--- src/rtl/rx_param.sv ---
// rx_param: parametrised UART receiver with 3-sample majority voting,
// false-start rejection and parity / framing / break reporting.
// Ports:
//   i_clock        system clock, rising edge
//   i_reset        asynchronous active-low reset
//   i_rate         oversampling tick (one-clock pulse)
//   i_bit_rx       serial line, idles high, asynchronous
//   o_rx_done      one-clock pulse when a frame completes
//   o_data_out     received word, LSB = first data bit
//   o_parity_error parity mismatch on the last frame
//   o_frame_error  a stop bit sampled 0 on the last frame
//   o_break        break detected on the last frame
module rx_param #(
  parameter int unsigned WIDTH_WORD    = 8,
  parameter int unsigned CANT_BIT_STOP = 2,
  parameter int unsigned OVERSAMPLE    = 16,
  parameter int unsigned PARITY_EN     = 1,
  parameter int unsigned PARITY_ODD    = 0
) (
  input  logic                  i_clock,
  input  logic                  i_reset,
  input  logic                  i_rate,
  input  logic                  i_bit_rx,
  output logic                  o_rx_done,
  output logic [WIDTH_WORD-1:0] o_data_out,
  output logic                  o_parity_error,
  output logic                  o_frame_error,
  output logic                  o_break
);

  localparam int unsigned TW = $clog2(OVERSAMPLE);
  localparam int unsigned BW = $clog2(WIDTH_WORD);
  localparam int unsigned SW = (CANT_BIT_STOP > 1) ? $clog2(CANT_BIT_STOP) : 1;
  localparam int unsigned M  = OVERSAMPLE / 2;

  localparam logic [TW-1:0] T_S0   = TW'(M - 1);
  localparam logic [TW-1:0] T_S1   = TW'(M);
  localparam logic [TW-1:0] T_DEC  = TW'(M + 1);
  localparam logic [TW-1:0] T_LAST = TW'(OVERSAMPLE - 1);
  localparam logic [BW-1:0] B_LAST = BW'(WIDTH_WORD - 1);
  localparam logic [SW-1:0] S_LAST = SW'(CANT_BIT_STOP - 1);

  typedef enum logic [2:0] {
    IDLE, START, DATA, PARITY, STOP, BRK_WAIT
  } state_t;

  state_t                state, state_nxt;
  logic [TW-1:0]         cnt, cnt_nxt;
  logic [BW-1:0]         bit_idx, bit_nxt;
  logic [SW-1:0]         stop_cnt, stop_nxt;
  logic                  rx_meta, rx;
  logic                  s0, s1;
  logic [WIDTH_WORD-1:0] data_sh;
  logic                  par_bit;
  logic                  frame_err;

  logic maj_c, decide_c, wrap_c, done_c, brk_c, start_c, par_err_c;

  // Two-flop synchroniser for the asynchronous serial line
  always_ff @(posedge i_clock or negedge i_reset) begin
    if (!i_reset) begin
      rx_meta <= 1'b1;
      rx      <= 1'b1;
    end else begin
      rx_meta <= i_bit_rx;
      rx      <= rx_meta;
    end
  end

  // State and counter registers
  always_ff @(posedge i_clock or negedge i_reset) begin
    if (!i_reset) begin
      state    <= IDLE;
      cnt      <= '0;
      bit_idx  <= '0;
      stop_cnt <= '0;
    end else begin
      state    <= state_nxt;
      cnt      <= cnt_nxt;
      bit_idx  <= bit_nxt;
      stop_cnt <= stop_nxt;
    end
  end

  // Majority of the samples at M-1, M and the current rx at M+1
  assign maj_c     = (s0 & s1) | (s0 & rx) | (s1 & rx);
  assign par_err_c = (PARITY_EN != 0) ? ((^data_sh) ^ par_bit ^ 1'(PARITY_ODD)) : 1'b0;

  // Next-state and counter logic; nothing moves without a tick
  always_comb begin
    state_nxt = state;
    cnt_nxt   = cnt;
    bit_nxt   = bit_idx;
    stop_nxt  = stop_cnt;
    done_c    = 1'b0;
    brk_c     = 1'b0;
    start_c   = 1'b0;
    decide_c  = i_rate && (cnt == T_DEC);
    wrap_c    = i_rate && (cnt == T_LAST);
    if (i_rate) begin
      cnt_nxt = wrap_c ? '0 : cnt + TW'(1);
      case (state)
        IDLE: begin
          cnt_nxt = '0;
          if (!rx) begin
            state_nxt = START;
            start_c   = 1'b1;
          end
        end
        START: begin
          if (decide_c && maj_c) begin
            state_nxt = IDLE;
            cnt_nxt   = '0;
          end else if (wrap_c) begin
            state_nxt = DATA;
            bit_nxt   = '0;
          end
        end
        DATA: begin
          if (wrap_c) begin
            if (bit_idx == B_LAST) begin
              state_nxt = (PARITY_EN != 0) ? PARITY : STOP;
              stop_nxt  = '0;
            end else begin
              bit_nxt = bit_idx + BW'(1);
            end
          end
        end
        PARITY: begin
          if (wrap_c) begin
            state_nxt = STOP;
            stop_nxt  = '0;
          end
        end
        STOP: begin
          if (decide_c) begin
            // Break completes the frame at the first stop decision
            brk_c = (stop_cnt == '0) && (data_sh == '0) && !maj_c &&
                    ((PARITY_EN == 0) || !par_bit);
            if (brk_c || (stop_cnt == S_LAST)) begin
              done_c    = 1'b1;
              state_nxt = brk_c ? BRK_WAIT : IDLE;
              cnt_nxt   = '0;
            end
          end else if (wrap_c) begin
            stop_nxt = stop_cnt + SW'(1);
          end
        end
        BRK_WAIT: begin
          cnt_nxt = '0;
          if (rx) state_nxt = IDLE;
        end
        default: begin
          state_nxt = IDLE;
          cnt_nxt   = '0;
        end
      endcase
    end
  end

  // Sampling, shift register, error tracking and registered outputs
  always_ff @(posedge i_clock or negedge i_reset) begin
    if (!i_reset) begin
      s0             <= 1'b0;
      s1             <= 1'b0;
      data_sh        <= '0;
      par_bit        <= 1'b0;
      frame_err      <= 1'b0;
      o_rx_done      <= 1'b0;
      o_data_out     <= '0;
      o_parity_error <= 1'b0;
      o_frame_error  <= 1'b0;
      o_break        <= 1'b0;
    end else begin
      o_rx_done <= done_c;
      if (i_rate && (cnt == T_S0)) s0 <= rx;
      if (i_rate && (cnt == T_S1)) s1 <= rx;
      if (start_c) frame_err <= 1'b0;
      if (decide_c && (state == DATA)) data_sh[bit_idx] <= maj_c;
      if (decide_c && (state == PARITY)) par_bit <= maj_c;
      if (decide_c && (state == STOP) && !maj_c) frame_err <= 1'b1;
      if (done_c) begin
        o_data_out     <= data_sh;
        o_parity_error <= par_err_c;
        o_frame_error  <= frame_err | ~maj_c;
        o_break        <= brk_c;
      end
    end
  end

endmodule

--- config.mk ---
export PLATFORM = sky130hd
export DESIGN_NAME = rx_param
export DESIGN_NICKNAME = d
export VERILOG_FILES = /design/src/rtl/rx_param.sv
export SDC_FILE = /design/constraint.sdc
export NUM_CORES = 1
export LEC_CHECK = 0
export CAP_MARGIN = 5
export CORE_ASPECT_RATIO = 0.8
export CORE_MARGIN = 4
export CORE_UTILIZATION = 56
export CTS_CLUSTER_SIZE = 40
export DETAILED_ROUTE_END_ITERATION = 7
export HOLD_SLACK_MARGIN = 0.15
export PLACE_DENSITY = 0.77
export SKIP_CTS_REPAIR_TIMING = 1
export SYNTH_ARGS = -nofsm -noshare
export SYNTH_HDL_FRONTEND = slang
export SYNTH_SLANG_ARGS = --single-unit
--- constraint.sdc ---
create_clock -name i_clock -period 2.4 [get_ports i_clock]
set_input_delay 0.48 -clock i_clock [delete_from_list [all_inputs] [get_ports i_clock]]
set_output_delay 0.48 -clock i_clock [all_outputs]
set_load 0.1 [all_outputs]
==> impl_metrics.yaml <==
outcome:
  status: "completed"
global_routing:
  antenna_found_initial: 0
  grt_pass1_vias: 1388
  grt_pass1_wl_um: 6470
  overflow: 0
  grt_max_degree: 38
  track_usage: 0.191
final_layout:
  fin_util: 0.701
  final_cell_mix: "35 x dfrtp_1, 25 x nand2_1, 18 x buf_4"
  drive_above_1_share: 0.217
  antennaDiodeCount: 0
  fillers: 244
  layout_commonest_cell: "dfrtp_1"
  nets: 229
  area_growth_pct: 16.4
critical_path:
  required_ns: 2.57
  arrival_ns: 2.32
  crit_path_start_kind: "input pin"
  worstSetupPathType: "input pin to register"
  cp_max_fo: 13
  cp-end-kind: "register"
power_and_ir_drop:
  total_leakage_power_nw: 1.06
  cellPowerDensity_nw_per_um2: 985
  ir_drop_mv: 0.608
logic_synthesis:
  synth_edf_count: 0
  synth_fa_ha_area_frac: 0.0643
  syn_nets: 208
  netlist_instances: 195
  synth_area_leader_cell: "dfrtp_1"
  avgSynthCellArea_um2: 9.87
  yosysWarningCount: 0
  ys_ff_latch: 37
  synth_xor_area_frac: 0.0227
  synth_simple_gate_area_frac: 0.162
  synth-main-ff-cell: "dfrtp_1"
  synth_mux_area_frac: 0.0858
  netlist.area_leader.share: 0.455
  synth_top_family_by_area: "simple AND/OR/NAND/NOR gates"
  synth.distinct_cells: 39
  seq_area_frac_synth: 0.482
  synth_area_leaders: "dfrtp_1 45%, mux2_2 7.0%, ha_1 5.8%"
  synth_compound_area_frac: 0.133
  syn_area_um2: 1930
  async_flop_share: 1.00
sta:
  period_minus_slack_ns: 2.15
  final_max_slew_viol_count: 0
  maxSlewHeadroom: 0.696
  period_share: 0.897
  fin_skew_ns: 0.00679
  tns_ns: 0
  setup_viol: 0
  rsz0062_at_grt: "no"
  fmaxAchievable_mhz: 465
  tightest_slew_ns: 0.456
  hold_violations: 0
die:
  io_pins: 16
  die_w_um: 73.6
  start_util: 0.602
  core_um2: 3200
  die-height_um: 60.5
  std_cell_rows: 18
  fp.dieArea_um2: 4450
cts:
  cts_made_buffers: 5
  cts_tree: "yes"
  clkTransAtPathRegs_ns: 0.07
  clockRootBuffer: "clkbuf_8"
  clock_latency_ns: 0.29
  clock_path_buffers: 2
  htreeDepth: 2
  clock-sinks: 37
drt:
  dr.pass1.iters: 4
  avgViaCountPerCell: 5.67
  wl_um: 3800
  avgRoutedWirePerCell_um: 14.8
  ant_nets: 0
  num_vias: 1456
  drt_iter0_markers: 105
  drc: 0
hold_path:
  hold_path.class: "register to register"
job:
  cap_violations: 0
placed_design:
  dp.final_hpwl_um: 2760
  placement.io_buffers: 15
  gp_congestion: 0.839
-- power breakdown --
group / internal (mW) / switching [mW] / total [mW]
Sequential: 0.736 / 0.147 / 0.883
Clock: 0.413 / 0.220 / 0.632
Combinational: 0.267 / 0.426 / 0.692
-- flip-flops by register name, summed over array words and instances, names as in the netlist --
name / cells
s0: 1
s1: 1
bit_idx: 3
o_rx_done: 1
o_parity_error: 1
o_data_out: 8
rx_meta: 1
o_frame_error: 1
o_break: 1
par_bit: 1
state: 3
data_sh: 8
rx: 1
stop_cnt: 1
cnt: 4
frame_err: 1
-- Yosys cell counts, types with 2 or more instances --
master    instances
dfrtp_1          35
nand2_1          25
inv_1            17
o21ai_0          14
mux2_2           12
ha_1              9
nor2_1            9
a21oi_1           7
nor3_1            7
nand3_1           6
buf_2             5
o22ai_1           5
o21ai_1           4
xnor2_1           4
mux2i_1           3
nor2b_1           3
and2_1            2
clkbuf_1          2
dfstp_2           2
nand2b_1          2
nand4_1           2
nand4b_1          2
nor3_2            2
-- worst paths after layout --
path / cells past startpoint / endpoint / startpoint / slack (ns)
max: 5 / data_sh[6] / i_rate / 0.25
min reg2reg: 0 / rx / rx_meta / 0.36
max reg2reg: 6 / data_sh[6] / cnt[1] / 0.26
min: 0 / rx / rx_meta / 0.36
max in group asynchronous: 2 / rx_meta / i_reset / 1.44
min in group asynchronous: 2 / cnt[2] / i_reset / 0.60
-- per-layer routing --
layer  global-route usage  up-vias  wire [um]
li1                     -      720          -
met1                0.264      687       1820
met2                0.294       45       1690
met3               0.0563        4        248
met4               0.0517        0         34
met5                    0        -          0
-- per-stage QoR --
stage | cells | cell area (um2) | hold slack [ns] | setup slack [ns] | power [mW]
2_1_floorplan | 195 | 1930 | 0.184 | 0.643 | 1.41
3_3_place_gp | 249 | 2110 | 0.346 | 0.153 | 1.54
3_5_place_dp | 249 | 2110 | 0.347 | 0.0475 | 1.57
4_1_cts | 257 | 2240 | 0.358 | 0.263 | 2.22
5_1_grt | 257 | 2240 | 0.360 | 0.121 | 2.35
6_report | 257 | 2240 | 0.357 | 0.247 | 2.21
-- final cells by class --
cell class,instances,area [um2],share of cell area
Clock buffer,5,68.8,0.0307
Clock inverter,3,65.1,0.0290
Inverter,17,63.8,0.0285
Multi-Input combinational cell,134,901,0.402
Sequential cell,37,928,0.414
Tap cell,40,50.0,0.0223
Timing Repair Buffer,21,165,0.0737
-- cell families (layout without fill, tap and decap cells) --
group | Yosys count | after routing
adder cells (fa/ha/maj) | 10 | 10
buffers and inverters | 24 | 46
flip-flops | 37 | 37
multiplexers | 15 | 15
AO/OA/AOI/OAI | 41 | 41
AND/OR/NAND/NOR | 63 | 63
XOR/XNOR | 5 | 5
-- critical path, cell delays in order --
cell and delay, ns:
clkdlybuf4s50_1 0.51, and4b_1 0.47, nand2_1 0.20, nor3_1 0.30, mux2_2 0.37
Power figures use the tool's default switching activity.
